===== src/rtl/spi_frame_master.sv =====
// Host-side SPI master that streams one framebuffer frame row by row to the display controller,
// then sends the load command so the controller swaps buffers.
module spi_frame_master #(
    parameter int rows     = 8,
    parameter int columns  = 32,
    parameter int bitwidth = 8,
    parameter int clkdiv   = 2,
    parameter int gap      = 4
) (
    input  logic                       clk,
    input  logic                       rst,
    input  logic                       start,
    output logic                       busy,
    output logic                       done,
    output logic                       ren,
    output logic [$clog2(rows)-1:0]    rrow,
    output logic [$clog2(columns)-1:0] rcol,
    input  logic [3*bitwidth-1:0]      rdata,
    output logic                       ss,
    output logic                       sclk,
    output logic                       mosi
);

    localparam int unsigned RW = $clog2(rows);
    localparam int unsigned CW = $clog2(columns);
    localparam int unsigned PW = $clog2(2 * clkdiv);
    localparam int unsigned BW = $clog2(3 * columns + 1);
    localparam int unsigned GW = (gap > 1) ? $clog2(gap) : 1;

    localparam logic [PW-1:0] PH_LAST   = PW'(2 * clkdiv - 1);
    localparam logic [PW-1:0] PH_HIGH   = PW'(clkdiv);
    localparam logic [BW-1:0] BYTE_LAST = BW'(3 * columns);
    localparam logic [GW-1:0] GAP_LAST  = GW'(gap - 1);
    localparam logic [RW-1:0] ROW_LAST  = RW'(rows - 1);
    localparam logic [CW-1:0] COL_LAST  = CW'(columns - 1);

    typedef enum logic [2:0] {
        S_IDLE,
        S_ROW_XFER,
        S_ROW_GAP,
        S_LOAD_XFER,
        S_LOAD_GAP,
        S_DONE
    } state_t;

    state_t state, state_nxt;

    logic [PW-1:0]         phase;
    logic [2:0]            bitn;
    logic [BW-1:0]         byten;
    logic [1:0]            ch;
    logic                  tail;
    logic [GW-1:0]         gcnt;
    logic [7:0]            sh;
    logic [3*bitwidth-1:0] hold;
    logic                  cap;
    logic [RW-1:0]         cur_row;
    logic [RW-1:0]         nrow;

    logic xfer, bit_end, last_byte, gap_end, start_row, start_load;

    assign xfer      = (state == S_ROW_XFER) || (state == S_LOAD_XFER);
    assign bit_end   = xfer && !tail && (phase == PH_LAST);
    assign last_byte = (state == S_LOAD_XFER) || (byten == BYTE_LAST);
    assign gap_end   = gcnt == GAP_LAST;
    assign nrow      = (state == S_IDLE) ? '0 : cur_row + 1'b1;

    assign start_row  = (state_nxt == S_ROW_XFER) && (state != S_ROW_XFER);
    assign start_load = (state_nxt == S_LOAD_XFER) && (state != S_LOAD_XFER);

    // The trailing ss-high cycle forces sclk/mosi low before ss drops.
    assign ss   = xfer;
    assign sclk = xfer && !tail && (phase >= PH_HIGH);
    assign mosi = xfer && !tail && sh[7];

    always_ff @(posedge clk or negedge rst) begin
        if (!rst) begin
            state <= S_IDLE;
        end else begin
            state <= state_nxt;
        end
    end

    always_comb begin
        state_nxt = state;
        busy      = 1'b1;
        done      = 1'b0;
        case (state)
            S_IDLE: begin
                busy = 1'b0;
                if (start) state_nxt = S_ROW_XFER;
            end
            S_ROW_XFER: begin
                if (tail) state_nxt = S_ROW_GAP;
            end
            S_ROW_GAP: begin
                if (gap_end) state_nxt = (cur_row == ROW_LAST) ? S_LOAD_XFER : S_ROW_XFER;
            end
            S_LOAD_XFER: begin
                if (tail) state_nxt = S_LOAD_GAP;
            end
            S_LOAD_GAP: begin
                if (gap_end) state_nxt = S_DONE;
            end
            S_DONE: begin
                busy      = 1'b0;
                done      = 1'b1;
                state_nxt = S_IDLE;
            end
            default: state_nxt = S_IDLE;
        endcase
    end

    always_ff @(posedge clk or negedge rst) begin
        if (!rst) begin
            phase   <= '0;
            bitn    <= '0;
            byten   <= '0;
            ch      <= '0;
            tail    <= 1'b0;
            gcnt    <= '0;
            sh      <= '0;
            hold    <= '0;
            cap     <= 1'b0;
            cur_row <= '0;
            ren     <= 1'b0;
            rrow    <= '0;
            rcol    <= '0;
        end else begin
            ren <= 1'b0;
            cap <= ren;
            if (cap) hold <= rdata;

            if ((state == S_ROW_GAP) || (state == S_LOAD_GAP)) begin
                gcnt <= gcnt + 1'b1;
            end else begin
                gcnt <= '0;
            end

            if (start_row || start_load) begin
                phase <= '0;
                bitn  <= '0;
                byten <= '0;
                ch    <= '0;
                tail  <= 1'b0;
                if (start_row) begin
                    cur_row <= nrow;
                    sh      <= {4'hF, 4'(nrow)};
                    ren     <= 1'b1;
                    rrow    <= nrow;
                    rcol    <= '0;
                end else begin
                    sh <= 8'h10;
                end
            end else if (xfer && !tail) begin
                if (bit_end) begin
                    phase <= '0;
                    if (bitn != 3'd7) begin
                        bitn <= bitn + 3'd1;
                        sh   <= {sh[6:0], 1'b0};
                    end else begin
                        bitn <= '0;
                        if (last_byte) begin
                            tail <= 1'b1;
                        end else begin
                            byten <= byten + 1'b1;
                            // Loading the B byte is the moment to prefetch the next pixel.
                            case (ch)
                                2'd0: begin
                                    sh <= hold[2*bitwidth +: 8];
                                    ch <= 2'd1;
                                end
                                2'd1: begin
                                    sh <= hold[bitwidth +: 8];
                                    ch <= 2'd2;
                                end
                                default: begin
                                    sh <= hold[0 +: 8];
                                    ch <= 2'd0;
                                    if (rcol != COL_LAST) begin
                                        ren  <= 1'b1;
                                        rcol <= rcol + 1'b1;
                                    end
                                end
                            endcase
                        end
                    end
                end else begin
                    phase <= phase + 1'b1;
                end
            end
        end
    end

endmodule


===== config.mk =====
export PLATFORM = sky130hd
export DESIGN_NAME = spi_frame_master
export DESIGN_NICKNAME = d
export VERILOG_FILES = /design/src/rtl/spi_frame_master.sv
export SDC_FILE = /design/constraint.sdc
export NUM_CORES = 1
export LEC_CHECK = 0
export CAP_MARGIN = 20
export CORE_ASPECT_RATIO = 1.75
export CORE_MARGIN = 3
export CORE_UTILIZATION = 45
export DETAILED_ROUTE_END_ITERATION = 10
export GPL_ROUTABILITY_DRIVEN = 0
export HOLD_SLACK_MARGIN = 0.05
export PLACE_DENSITY_LB_ADDON = 0.1
export SLEW_MARGIN = 10
export SYNTH_ARGS = -nofsm -noshare
export SYNTH_HDL_FRONTEND = slang
export SYNTH_SLANG_ARGS = --single-unit

===== constraint.sdc =====
create_clock -name clk -period 2.2 [get_ports clk]
set_input_delay 0.22 -clock clk [delete_from_list [all_inputs] [get_ports clk]]
set_output_delay 0.22 -clock clk [all_outputs]
set_load 0.1 [all_outputs]

==> metrics.md <==
| Metric | Value |
|---|---|
| Top_reg_cell synth | dfrtp_1 |
| Total CTS buffers | 9 |
| Drc violations | 0 |
| Reg2reg path depth | 7 |
| Worst hold endpoint | cap |
| F_max | 493 MHz |
| Largest fanout on the critical path | 6 |
| Root buffer cell | clkbuf_16 |
| Routed wl met3 | 221 microns |
| Clk network pwr share | 25.0% |
| Routed wl met2 | 3290 microns |
| Fin. max-slew vios | 0 |
| Length of the first detailed-routing pass in iterations | 4 |
| Slew headroom | 65.0% |
| Switch Pwr | 1750 uW |
| Final hold violation count | 0 |
| Setup TNS | 0 ps |
| I/O pin total | 41 |
| Final clock skew | 4.10 ps |
| RSZ-0062 raised after global routing | no |
| Non-Filler Instances | 420 |
| Initial DRC count | 150 |
| Post-Synthesis Cell Area | 3110 sq um |
| First-pass GRT wire length | 10900 microns |
| Worst EP required | 2400 ps |
| GRT Util Overall | 18.7% |
| CP Capture Type | register |
| Port bufs | 40 |
| Setup ws final | 172 ps |
| Post-synth EDFFs | 0 |
| Post-Place Cells | 404 |
| Hold path depth | 0 |
| Final period util | 92.2% |
| Worst-Skew Late Latency | 320 ps |
| Hold Path Class | reg -> reg |
| Static Leakage | 0.00171 uW |
| Crit Path Category | reg -> reg |
| Outcome | completed |
| Crit path DAT | 2230 ps |
| Die height | 116 microns |
| Net count after synthesis | 324 |
| DP Wirelength | 4700 microns |
| Maximum clock path buffer count | 2 |
| DP Worst Slack | 190 ps |
| HP Start | ren |
| Buf/Inv on CP | 0 |
| Final WL | 6400 microns |
| Initial Util | 46.8% |
| Synth warn | 0 |
| DIE WIDTH | 68.8 microns |
| Die Area | 7970 sq um |
| Synthesized instance count | 286 |
| Final ANT Viol Nets | 0 |
| Netlist cell types | 48 |
| Seq/Total Area, Yosys | 50.0% |
| Nets | 372 |
| Internal power | 3310 uW |
| Sw Share | 34.6% |
| Post-CTS Setup Repair Bufs | 0 |
| Crit path largest cell delay | 500 ps |
| Placed inst area | 3690 sq um |
| Maxcap violations | 0 |
| Flop pwr share | 35.6% |
| Max H-tree Level | 3 |
| Peak supply drop | 0.697 mV |
| Reg clk slew, reported paths | 50 ps |
| Row count | 39 |
| Top layer in use | met4 |
| CP delay by family, top | compound AO/OA/AOI/OAI gates |
| Diode count | 0 |
| Vias in the first global route | 2292 |
| Crit-path cells | ha_4, ha_2, nand2b_4, a311o_1, a21oi_4, and3b_1, a211o_1 |
| #FFs+latches synth | 62 |
| Area grow syn2layout | 28.0% |
| Worst r2r src | cur_row[1] |
| Share of cells above drive strength 1 | 25.1% |
| CP max-delay cell | dfrtp_4 |
| Synth async-reset ratio | 100% |
| Met1 WL | 2640 microns |
| R2r setup slk | 170 ps |
| Routed length per instance | 15.2 microns |
| Largest net degree at the start of global routing | 45 |
| Startpoint types | register |
| Aggregate global routing overflow | 0 |
| DR vias/cell | 5.48 |
| Final setup vio count | 0 |
| CTS sink cnt | 62 |
| Vias | 2303 |
| Minimum clock period after layout | 2030 ps |
| Final Util | 59.9% |
| Capturing point of the worst reg2reg path | rcol[2] |
| Post-route cell area | 3980 sq um |
| CTS tree | built |
| Power density cells | 1270 nW/um^2 |
| Initial antenna violation count | 0 |
| Core area | 6640 sq um |
| Avg Inst Size Synth | 10.9 sq um |
| Comb pwr share | 39.3% |
| Worst Tran Pin Value | 525 ps |
-- worst register-to-register path: cells and delay by family, from the launching register on --
family          cells  cell delay, ps
simple gates        2             330
compound gates      3             760
fa+ha+maj           2             320
flops               1             500
-- cell usage in the layout, fill, tap and decap left out, types with 4 or more instances in the layout --
cell and count:
ha_1 9, mux2i_1 8, xor2_1 5, buf_4 23, nor3b_1 5, and2_1 4, dfrtp_1 57, inv_1 12
o21ai_0 14, mux2_2 27, clkdlybuf4s50_1 25, nor2b_1 4, nor2_1 14, nand3_1 11, a21oi_1 9, nor3_1 4
a211oi_1 6, nand2_1 19, buf_12 5, clkbuf_16 9, nand2b_1 7
-- power groups by stage --
stage | Sequential, uW | Clock, uW | Combinational, uW
2_1_floorplan | 1800 | 0 | 1460
3_3_place_gp | 1810 | 0 | 1980
3_5_place_dp | 1830 | 0 | 2010
4_1_cts | 1810 | 1300 | 2020
5_1_grt | 1870 | 1350 | 2200
6_report | 1800 | 1270 | 1990
-- timing repair --
action	4_1_cts	5_1_grt
endpoints found under the setup margin	0	2
gates resized for setup	0	1
hold endpoints to repair	18	0
hold buffers	1	0
-- worst max path at each step --
| stage | from | endpoint | slack (ps) | cells past startpoint |
|---|---|---|---|---|
| after floorplan | cur_row[1] | rcol[2] | 10 | 8 |
| after global placement | tail | sh[1] | 210 | 7 |
| after detailed placement | tail | sh[2] | 190 | 7 |
| after CTS | tail | sh[1] | 170 | 7 |
| after global routing | gcnt[0] | sh[1] | 30 | 6 |
| final | cur_row[1] | rcol[2] | 170 | 7 |
-- routing by layer --
| metal | up-vias | global-route usage (%) |
|---|---|---|
| li1 | 1110 | - |
| met1 | 1131 | 21.9 |
| met2 | 46 | 30.2 |
| met3 | 16 | 4.75 |
| met4 | 0 | 10.9 |
| met5 | - | 0 |
-- cell usage after synthesis, types with 2 or more instances --
library cell  instances  area share, %
nand2_1              19            2.3
buf_2                 4           0.64
and2_1                4           0.81
clkbuf_1             11            1.3
a211oi_1              6            1.5
o22ai_1               3           0.60
o21ai_0              14            2.3
and3b_1               2           0.56
a221oi_1              2           0.56
and3_1                2           0.40
nor2_1               14            1.7
a21oi_1              10            1.6
nand2b_1              8            1.6
o221ai_1              3           0.85
o211ai_1              2           0.48
a31o_2                3           0.85
nor3b_1               5            1.2
dfrtp_1              62             50
mux2i_1               8            2.6
or2_1                 3           0.60
or3_1                 2           0.40
inv_1                12            1.5
a31oi_1               3           0.60
mux2_2               27            9.8
ha_1                 11            4.4
nor3_1                4           0.64
xor2_1                5            1.4
nand3_1              11            1.8
nor2b_1               5            1.0
nand4_1               3           0.60
-- through the flow --
step / power, uW / hold WS, ps
3_3_place_gp: 3800 / 199
2_1_floorplan: 3260 / -75.6
6_report: 5060 / 384
4_1_cts: 5120 / 390
5_1_grt: 5420 / 407
3_5_place_dp: 3830 / 199
-- sequential cells by signal, indices dropped and copies added (netlist names) --
name	cells
bitn	3
ch	2
byten	7
cur_row	3
hold	24
state	3
sh	8
ren	1
gcnt	2
phase	2
cap	1
tail	1
rcol	5
-- cells by family after synthesis --
logic type	count (synthesis)	share of synthesized area, %
simple gates	86	15.1
compound gates	56	12.3
fa+ha+maj	11	4.43
buf+inv	30	4.15
xor+xnor	6	1.69
mux	35	12.4
flops	62	50.0
-- cell type report --
| type | instances | area (sq um) |
|---|---|---|
| clock buffers | 14 | 264 |
| well taps | 82 | 103 |
| flip-flops and latches | 62 | 1560 |
| clock inverters | 1 | 5.00 |
| repair buffers | 55 | 538 |
| inverters | 12 | 45.0 |
| fillers | 607 | 2660 |
| multi-input cells | 194 | 1460 |
Power figures use the tool's default switching activity.
